### src/rtl/cellrv32_package.sv
// Shared clock-generator constants: tick tap positions, counter width and prescaler select names.
// Consumers use clkgen_div_e to decode their prsc field into an index of clkgen_o.
package cellrv32_package;

    localparam int clkgen_cnt_width_c = 12;

    // Counter bit whose rising edge produces tick k; divider is 2^(tap+1).
    localparam int clkgen_taps_c [0:7] = '{0, 1, 2, 5, 6, 9, 10, 11};

    typedef enum logic [2:0] {
        CLK_DIV2    = 3'd0,
        CLK_DIV4    = 3'd1,
        CLK_DIV8    = 3'd2,
        CLK_DIV64   = 3'd3,
        CLK_DIV128  = 3'd4,
        CLK_DIV1024 = 3'd5,
        CLK_DIV2048 = 3'd6,
        CLK_DIV4096 = 3'd7
    } clkgen_div_e;

endpackage

### src/rtl/cellrv32_clkgen.sv
// Shared prescaler tick generator: 12-bit free counter running while any consumer requests it.
// Define CELLRV32_CLKGEN_HOLDOFF_EN to keep the counter alive HOLDOFF_CYCLES after the last request drops.
module cellrv32_clkgen
    import cellrv32_package::*;
#(
    parameter int NUM_REQ        = 8,
    parameter int HOLDOFF_CYCLES = 16
) (
    input  logic               clk_i,
    input  logic               rst_i,
    input  logic [NUM_REQ-1:0] en_req_i,
    output logic [7:0]         clkgen_o,
    output logic               active_o
);

    typedef enum logic [1:0] {OFF, START, RUN, HOLD} state_t;

    state_t                        state, state_nxt;
    logic [clkgen_cnt_width_c-1:0] cnt, cnt_nxt;
    logic [7:0]                    tick_nxt;
    logic                          req_any;
    logic                          counting;

    if (NUM_REQ < 1 || NUM_REQ > 32) begin : g_bad_num_req
        $error("cellrv32_clkgen: NUM_REQ must be 1..32");
    end
    if (HOLDOFF_CYCLES < 1 || HOLDOFF_CYCLES > 255) begin : g_bad_holdoff
        $error("cellrv32_clkgen: HOLDOFF_CYCLES must be 1..255");
    end

    assign req_any  = |en_req_i;
    assign cnt_nxt  = cnt + 1'b1;
    assign counting = (state == RUN) || (state == HOLD);

    // A tick is a rising edge of the tapped counter bit; the 4095->0 wrap only has falling edges.
    for (genvar k = 0; k < 8; k++) begin : g_tap
        assign tick_nxt[k] = cnt_nxt[clkgen_taps_c[k]] & ~cnt[clkgen_taps_c[k]];
    end

`ifdef CELLRV32_CLKGEN_HOLDOFF_EN
    logic [7:0] hold_cnt;
`endif

    // NOTE: every signal written here gets a default first, so no path leaves it unassigned (no latch).
    always_comb begin
        state_nxt = state;
        case (state)
            OFF:   if (req_any) state_nxt = START;
            START: state_nxt = req_any ? RUN : OFF;
            RUN: begin
                if (!req_any) begin
`ifdef CELLRV32_CLKGEN_HOLDOFF_EN
                    state_nxt = HOLD;
`else
                    state_nxt = OFF;
`endif
                end
            end
`ifdef CELLRV32_CLKGEN_HOLDOFF_EN
            HOLD: begin
                if (req_any)            state_nxt = RUN;
                else if (hold_cnt == '0) state_nxt = OFF;
            end
`endif
            default: state_nxt = OFF;
        endcase
    end

    // NOTE: sequential state uses non-blocking assignments so every register samples pre-edge values.
    always_ff @(posedge clk_i) begin
        if (rst_i) begin
            state    <= OFF;
            cnt      <= '0;
            clkgen_o <= '0;
            active_o <= 1'b0;
        end else begin
            state    <= state_nxt;
            active_o <= (state_nxt != OFF);
            // Leaving for OFF clears at once so no partial strobe escapes.
            if (counting && (state_nxt != OFF)) begin
                cnt      <= cnt_nxt;
                clkgen_o <= tick_nxt;
            end else begin
                cnt      <= '0;
                clkgen_o <= '0;
            end
        end
    end

`ifdef CELLRV32_CLKGEN_HOLDOFF_EN
    always_ff @(posedge clk_i) begin
        if (rst_i) begin
            hold_cnt <= '0;
        end else if ((state == RUN) && (state_nxt == HOLD)) begin
            hold_cnt <= 8'(HOLDOFF_CYCLES - 1);
        end else if ((state == HOLD) && (state_nxt == HOLD)) begin
            hold_cnt <= hold_cnt - 1'b1;
        end
    end
`endif

endmodule

### config.mk
export PLATFORM = sky130hd
export DESIGN_NAME = cellrv32_clkgen
export DESIGN_NICKNAME = d
export VERILOG_FILES = /design/src/rtl/cellrv32_package.sv /design/src/rtl/cellrv32_clkgen.sv
export SDC_FILE = /design/constraint.sdc
export NUM_CORES = 1
export LEC_CHECK = 0
export BUFFER_PORTS_ARGS = -buffer_cell sky130_fd_sc_hd__buf_2
export CAP_MARGIN = 15
export CORE_MARGIN = 4
export CORE_UTILIZATION = 51
export CTS_CLUSTER_SIZE = 8
export DETAILED_ROUTE_END_ITERATION = 10
export GPL_ROUTABILITY_DRIVEN = 0
export GPL_TIMING_DRIVEN = 0
export MAX_ROUTING_LAYER = met4
export PLACE_DENSITY = 0.78
export SLEW_MARGIN = 20
export SYNTH_ARGS = -nofsm -noshare
export SYNTH_HDL_FRONTEND = slang
export SYNTH_SLANG_ARGS = --single-unit
### constraint.sdc
create_clock -name clk_i -period 1.8 [get_ports clk_i]
set_input_delay 0.09 -clock clk_i [delete_from_list [all_inputs] [get_ports clk_i]]
set_output_delay 0.09 -clock clk_i [all_outputs]
set_load 0.1 [all_outputs]
==> results.md, run 1 <==
- Hold path startpoint: rst_i
- Worst r2r dst: cnt[10]$_SDFF_PP0_
- Setup Fix Bufs, Post-CTS: 0
- CORE AREA: 0.00158 mm^2
- CP Cell Sequence: ha_1, nand3_1, nor3_1, ha_1, nor2_2
- Cell accounting for the most synthesized area: dfxtp_1
- Skew final: 0.00272 ns
- TritonCTS clock tree: done
- Distinct cells, synth: 21
- Clk slew on worst S/H paths: 0.12 ns
- Hold Crit Depth: 3
- YS warnings: 0
- Worst setup SP type: flip-flop
- Die area: 0.00249 mm^2
- Die span in x: 49.9 um
- Slowest stage delay, CP: 0.47 ns
- Sequential-to-total area share from yosys stat: 0.492
- Nets: 134
- Final cell count without fillers: 131
- Starting density of the core: 0.567
- # DRC: 0
- Adder-cell share of the synthesized area: 0.112
- DRT Wirelength: 1.30 mm
- Initial antenna violation count: 0
- Pwr per Cell Area: 845 mW/mm^2
- Post-Synthesis Cells: 93
- Worst EP arrival: 1.77 ns
- Post-cts gate resize count: 0
- Min Tclk post-route: 1.52 ns
- Mux contribution to synthesized area: 0
- Total clock sinks: 22
- Period utilization: 0.842
- XOR/XNOR Fraction of Synth Area: 0.0294
- Die height: 49.9 um
- Vias post-DR: 660
- Global-route wire length before repair: 2.33 mm
- DP Wirelength: 1.03 mm
- Root buffer cell: clkbuf_4
- Crit path capture type: flip-flop
- Setup_tns: 0 ns
- Worst Hold Class: primary input to flip-flop
- Compound-Gate Fraction of Synth Area: 0.0545
- Vias in the first global route: 599
- DR pass1 iterations: 4
- Final setup viols: 0
- Final Hold Viols: 0
- Simple-Gate Fraction of Synth Area: 0.224
- All-layer global routing usage: 0.126
- Worst vdd ir: 0.000471 V
- R2R Setup Slk: 0.28 ns
- Vias/cell: 5.04
- Worst EP required: 2.05 ns
- Max Slew Vio Count: 0
- I/O pin count: 19
- Critical Path Slowest Stage Cell: dfxtp_1
- H-tree levels: 1
- Placed cells: 127
- Pin count of the biggest net entering global routing: 13
- Worst Path Max Fanout: 6
- Syn nets: 111
- Layout cell share with drive strength beyond 1: 0.322
- IO Port Bufs: 18
- Remaining antenna violation count after routing: 0
- Grt total ovfl: 0
- Critical path origin: cnt[0]$_SDFF_PP0_
- FMAX: 660 MHz
- R2R Path Start: cnt[0]$_SDFF_PP0_
- # rows: 14
- Leakage: 0.399 nW
- Max-slew headroom: 0.679
- Area contributors post-synth: dfxtp_1 49%, ha_1 11%, nor2_2 7.0%, inv_1 6.3%, nor2_1 3.8%
- Syn_area_per_cell: 9.62 um^2
- FF+latch count, synth: 22
- CTS buffer count: 3
- Mapped Area: 895 um^2
- CP Class: flip-flop to flip-flop
- Largest family of logic cells by synthesized area: simple AND/OR/NAND/NOR gates
- Syn-to-layout area delta: 16.4%
- Worst-Skew Late Latency: 0.30 ns
- R2R depth: 5
- RSZ-0062 raised after global routing: false
- Avg WL per Cell: 9.95 um
- Slew at the pin with the worst max-slew slack: 0.485 ns
- Hold Buf Count CTS: 0
- Starting DRC count in detailed routing: 6
- Tot Pwr: 0.880 mW
- Final core utilization: 0.660
- CP dominant cell by count: ha_1
- MaxCap Viol Count: 0
- # diodes: 0
- Post-synth top area share: 0.492
- Bufs on Longest Clock Path: 2
- Worst Hold Path EP: state[1]$_SDFF_PP0_
- Status: finished, final reports clean
-- worst max-delay path, delay by kind of cell (launching register included) --
family / cells / cell delay (ns)
flip-flops: 1 / 0.47
adder cells (fa/ha/maj): 2 / 0.48
AND/OR/NAND/NOR: 3 / 0.52
-- metal layers --
layer | part of all wire | vias to the layer above | track usage
li1 | - | 343 | -
met1 | 0.43 | 295 | 0.137
met2 | 0.51 | 20 | 0.205
met3 | 0.058 | 2 | 0.0361
met4 | 0.0077 | 0 | 0.0691
met5 | 0 | - | -
-- area by class of cell --
type,instances,area [um^2]
clock buffers,4,36.3
well taps,16,20.0
repair buffers,18,90.1
flip-flops and latches,22,440
plain buffers,2,22.5
multi-input cells,54,375
inverters,15,56.3
fillers,139,536
-- metrics by stage --
stage,hold WS [ns],cell area (um^2),setup slack (ns)
after floorplan,0.305,895,0.466
after global placement,0.420,1000,0.306
after detailed placement,0.428,1000,0.290
after CTS,0.0933,1040,0.260
after global routing,0.110,1040,0.144
final,0.102,1040,0.284
-- Yosys cell counts (all sizes together) --
library cell / count
a21oi: 3
and3: 1
buf: 2
dfxtp: 22
ha: 8
inv: 15
nand2: 2
nand3: 3
nand4: 2
nor2: 19
nor3: 4
nor3b: 1
o21ai: 3
o21bai: 1
or3: 2
or4: 2
xnor2: 2
xor2: 1
-- flip-flops by register name, summed over array words and instances (netlist names) --
signal,count
cnt,12
clkgen_o,7
state,2
active_o,1
-- cell usage in the layout, fill, tap and decap left out, drive strengths merged --
master  count
dfxtp      22
buf        20
nor2       19
inv        15
ha          8
nor3        4
clkbuf      4
nand3       3
a21oi       3
o21ai       3
nand4       2
nand2       2
or4         2
xnor2       2
or3         2
and3        1
nor3b       1
o21bai      1
xor2        1
-- worst max path at each step --
stage / to / slack (ns) / cells after the start
3_5_place_dp: cnt[10]$_SDFF_PP0_ / 0.29 / 5
6_report: cnt[10]$_SDFF_PP0_ / 0.28 / 5
4_1_cts: cnt[10]$_SDFF_PP0_ / 0.26 / 5
2_1_floorplan: cnt[10]$_SDFF_PP0_ / 0.47 / 5
5_1_grt: cnt[11]$_SDFF_PP0_ / 0.14 / 5
3_3_place_gp: cnt[10]$_SDFF_PP0_ / 0.31 / 5
-- kinds of logic after synthesis --
| logic type | count (synthesis) |
|---|---|
| and+or+nand+nor | 36 |
| buffers and inverters | 17 |
| DFF | 22 |
| AOI/OAI and AO/OA | 7 |
| adders and majority gates | 8 |
| xor gates and xnor gates | 3 |
-- report_power, final --
part,internal [mW],leakage [nW],switching [mW]
clock network,0.123,0.0210,0.142
registers,0.501,0.178,0.0137
logic,0.0351,0.200,0.0653
(Power assumes the default switching activity.)
==> run 2: changes to the inputs <==
--- a/config.mk
+++ b/config.mk
@@ -5,16 +5,17 @@
 export SDC_FILE = /design/constraint.sdc
 export NUM_CORES = 1
 export LEC_CHECK = 0
+export ABC_AREA = 1
 export BUFFER_PORTS_ARGS = -buffer_cell sky130_fd_sc_hd__buf_2
 export CAP_MARGIN = 15
 export CORE_MARGIN = 4
-export CORE_UTILIZATION = 51
+export CORE_UTILIZATION = 52
 export CTS_CLUSTER_SIZE = 8
 export DETAILED_ROUTE_END_ITERATION = 10
 export GPL_ROUTABILITY_DRIVEN = 0
 export GPL_TIMING_DRIVEN = 0
 export MAX_ROUTING_LAYER = met4
-export PLACE_DENSITY = 0.78
+export PLACE_DENSITY = 0.79
 export SLEW_MARGIN = 20
 export SYNTH_ARGS = -nofsm -noshare
 export SYNTH_HDL_FRONTEND = slang
==> constraint.sdc (replaced) <==
create_clock -name clk_i -period 1.4 [get_ports clk_i]
set_input_delay 0.07 -clock clk_i [delete_from_list [all_inputs] [get_ports clk_i]]
set_output_delay 0.07 -clock clk_i [all_outputs]
set_load 0.1 [all_outputs]
==> run 2 against run 1 <==
Compared with the run above: the flow now finishes with violations (negative setup slack); first-iteration DRC count is 100% higher; register-to-register slack worse by 0.29 ns; core utilization is 5.9 points higher; sequential power up 25%; final cell count rose by 35%; combinational power is 13% higher; sequential cell count unchanged; cell area up 21%; critical path depth up 2; sequential share of layout area decreased by 6.6 points; worst hold slack better by 0.12 ns; count of clock-buffer cells in the layout fell by 1; critical path type unchanged; largest cell class unchanged.
==> results.md, run 2 <==
- DR pass1 iterations: 4 (unchanged)
- Commonest non-fill, non-tap cells in the layout: 33 x inv_1, 17 x dfxtp_1, 17 x buf_2, 16 x nand2_1, 14 x nor2_1 (was 22 x dfxtp_1, 18 x buf_2, 15 x inv_1, 10 x nor2_2, 9 x nor2_1)
- Int Pwr: 0.964 mW (was 0.659 mW)
- Layout cell share with drive strength beyond 1: 0.368 (was 0.322)
- Switching share of power: 0.219 (was 0.251)
- # rows: 15 (was 14)
- Die area: 0.00263 mm^2 (was 0.00249 mm^2)
- Clock share of power: 0.386 (was 0.301)
- RSZ-0062 raised after global routing: true (was false)
- Initial antenna violation count: 0 (unchanged)
- Final setup viols: 1 (was 0)
- Syn nets: 141 (was 111)
- Root buffer cell: clkbuf_4 (unchanged)
- Top_reg_cell synth: dfxtp_1 (unchanged)
- Leakage: 0.565 nW (was 0.399 nW)
- Sequential Power Share: 0.522 (was 0.584)
- Vias post-DR: 797 (was 660)
- Status: complete, but fails checks (was finished, final reports clean)
- CORE AREA: 0.00175 mm^2 (was 0.00158 mm^2)
- Tot Pwr: 1.23 mW (was 0.880 mW)
- FF+latch count, synth: 22 (unchanged)
- Worst EP arrival: 1.67 ns (was 1.77 ns)
- Post-synthesis async set-or-reset flop share: 0 (unchanged)
- TritonCTS clock tree: done (unchanged)
- Max FFs per register: 12 (unchanged)
- Sw power: 0.270 mW (was 0.221 mW)
- CP Cell Sequence: ha_2, nand3_4, nor2_4, nand3_2, nor2_2, ha_1, nor2_2 (was ha_1, nand3_1, nor3_1, ha_1, nor2_2)
- YS warnings: 0 (unchanged)
- FMAX: 714 MHz (was 660 MHz)
- Die height: 51.3 um (was 49.9 um)
- Clk slew on worst S/H paths: 0.12 ns (about the same)
- Post-synth EDFFs: 0 (unchanged)
- Largest registers: cnt (12), clkgen_o (7), state (2) (unchanged)
- Max-slew headroom: 0.678 (was 0.679)
- Final Worst Setup Slack: -0.00140 ns (was 0.284 ns)
- Bufs on Longest Clock Path: 2 (unchanged)
- Worst Hold Class: primary input to flip-flop (unchanged)
- Final core utilization: 0.720 (was 0.660)
- Vias in the first global route: 762 (was 599)
- Slew at the pin with the worst max-slew slack: 0.487 ns (was 0.485 ns)
- Sequential-to-total area share from yosys stat: 0.451 (was 0.492)
- Final cell count without fillers: 177 (was 131)
- Min Tclk post-route: 1.40 ns (was 1.52 ns)
- DRT Wirelength: 1.87 mm (was 1.30 mm)
- Largest reg by FF count: cnt (unchanged)
- Family with the most delay on the worst path: simple AND/OR/NAND/NOR gates (unchanged)
- # diodes: 0 (unchanged)
- Area contributors post-synth: dfxtp_1 45%, inv_1 13%, ha_1 10%, nand2_1 6.5%, nor2_1 6.5% (was dfxtp_1 49%, ha_1 11%, nor2_2 7.0%, inv_1 6.3%, nor2_1 3.8%)
- Grt total ovfl: 0 (unchanged)
- Combinational power share: 0.092 (was 0.114)
- Cell accounting for the most synthesized area: dfxtp_1 (unchanged)
- Most common cell after layout, fill and taps aside: inv_1 (was dfxtp_1)
- Violated checks: negative setup slack
- Vias/cell: 4.50 (was 5.04)
- Period utilization: 1.00 (was 0.842)
- I/O pin count: 19 (unchanged)
- Final Hold Viols: 0 (unchanged)
- Mapped Area: 976 um^2 (was 895 um^2)
- # DRC: 0 (unchanged)
- CTS buffer count: 3 (unchanged)
- Crit path capture type: flip-flop (unchanged)
- Nets: 171 (was 134)
- Worst-Skew Late Latency: 0.31 ns (was 0.30 ns)
- Pin count of the biggest net entering global routing: 14 (was 13)
- Worst Path Max Fanout: 4 (was 6)
- Skew final: 0.0113 ns (was 0.00272 ns)
- Remaining antenna violation count after routing: 0 (unchanged)
- Starting DRC count in detailed routing: 12 (was 6)
- Post-synth top cells: 33 x inv_1, 22 x dfxtp_1, 17 x nand2_1, 17 x nor2_1, 10 x nor2_2 (was 22 x dfxtp_1, 15 x inv_1, 10 x nor2_2)
- Critical Path Slowest Stage Cell: dfxtp_4 (was dfxtp_1)
- Pwr per Cell Area: 983 mW/mm^2 (was 845 mW/mm^2)
- DP Wirelength: 1.30 mm (was 1.03 mm)
- H-tree levels: 1 (unchanged)
- Fillers: 146 (was 139)
- Worst setup SP type: flip-flop (unchanged)
- Post-Synthesis Cells: 123 (was 93)
- Avg WL per Cell: 10.5 um (was 9.95 um)
- Slowest stage delay, CP: 0.38 ns (was 0.47 ns)
- CP Class: flip-flop to flip-flop (unchanged)
- Syn_area_per_cell: 7.93 um^2 (was 9.62 um^2)
- Worst EP required: 1.66 ns (was 2.05 ns)
- Distinct cells, synth: 16 (was 21)
- Worst vdd ir: 0.000860 V (was 0.000471 V)
- Post-route cell area: 0.00126 mm^2 (was 0.00104 mm^2)
- Global-route wire length before repair: 2.95 mm (was 2.33 mm)
- Post-DP Area: 0.00110 mm^2 (was 0.00100 mm^2)
- Post-synth top area share: 0.451 (was 0.492)
- All-layer global routing usage: 0.157 (was 0.126)
- Count leader, synth: inv_1 (was dfxtp_1)
- Syn-to-layout area delta: 28.7% (was 16.4%)
- Total clock sinks: 22 (unchanged)
- Max Slew Vio Count: 0 (unchanged)
- Die span in x: 51.3 um (was 49.9 um)
- Starting density of the core: 0.559 (was 0.567)
- Placed cells: 166 (was 127)
- MaxCap Viol Count: 0 (unchanged)
- CP dominant cell by count: nor2_2 (was ha_1)
- IO Port Bufs: 18 (unchanged)
- Buf/Inv on CP: 0 (unchanged)
[run 2: cell types whose count changed in the layout (fill, tap and decap cells not counted), moves of 4 or more]
cell,delta
dfxtp_2,+4
dfxtp_1,-5
buf_4,+6
nor2_1,+5
nand2_1,+14
inv_1,+18
[run 2: timing repair]
action / in CTS / in global routing
buffers inserted: 3 / 3
endpoints found under the setup margin: 3 / 7
endpoints found under the hold margin: 2 / 0
hold buffers: 1 / 0
pin swaps: 1 / 5
gates resized for setup: 7 / 10
[run 2: cell type report]
type | count | area [um^2] | share of cell area
clock buffers | 3 | 22.5 | 0.0179
inverters | 33 | 124 | 0.0986
well taps | 25 | 31.3 | 0.0249
clock inverters | 1 | 30.0 | 0.0239
repair buffers | 25 | 148 | 0.118
multi-input cells | 66 | 433 | 0.345
flip-flops and latches | 22 | 449 | 0.358
plain buffers | 2 | 18.8 | 0.0149
[run 2: cells by family (layout without fill, tap and decap cells)]
group,count (synthesis),in the layout,share of synthesized area
XOR/XNOR,2,2,0.0180
adder cells (fa/ha/maj),8,8,0.103
buffers and inverters,35,64,0.146
AO/OA/AOI/OAI,1,1,0.00512
AND/OR/NAND/NOR,55,55,0.277
flip-flops,22,22,0.451
[run 2: power groups by stage]
stage | Clock (mW) | Sequential (mW) | Combinational, mW
final | 0.476 | 0.644 | 0.113
after global routing | 0.512 | 0.647 | 0.125
after CTS | 0.481 | 0.645 | 0.114
after detailed placement | 0 | 0.661 | 0.105
after global placement | 0 | 0.660 | 0.0996
after floorplan | 0 | 0.677 | 0.0606
[run 2: tightest hold or removal path, stage by stage]
cell and delay, ns:
buf_2 0.08, inv_1 0.03, nand2_1 0.04, nor2_1 0.04, nand2_2 0.09, inv_1 0.06
nor2_1 0.08
[run 2: routing by layer]
metal / global-route usage / share of wire / wire length, um / vias up
met5: - / 0 / 0 / -
met4: 0.0393 / 0.018 / 34 / 0
met3: 0.0612 / 0.048 / 89 / 4
met2: 0.320 / 0.59 / 1100 / 16
met1: 0.128 / 0.34 / 639 / 364
li1: - / - / - / 413
[run 2: stage by stage]
step | TNS [ns] | hold slack (ns) | setup slack, ns
2_1_floorplan | 0 | 0.142 | 0.0343
3_3_place_gp | -0.144 | 0.261 | -0.106
3_5_place_dp | -0.254 | 0.272 | -0.153
4_1_cts | -0.0301 | 0.223 | -0.0301
5_1_grt | -0.147 | 0.281 | -0.0655
6_report | -0.00140 | 0.226 | -0.00140
[run 2: final timing paths]
path                                            end  cells past startpoint  slack [ns]               from
worst max-delay path             cnt[10]$_SDFF_PP0_                      7      -0.001  cnt[0]$_SDFF_PP0_
worst min-delay path            state[1]$_SDFF_PP0_                      7        0.23        en_req_i[5]
worst min register to register    cnt[0]$_SDFF_PP0_                      2        0.54  cnt[0]$_SDFF_PP0_
worst max register to register   cnt[10]$_SDFF_PP0_                      7      -0.001  cnt[0]$_SDFF_PP0_
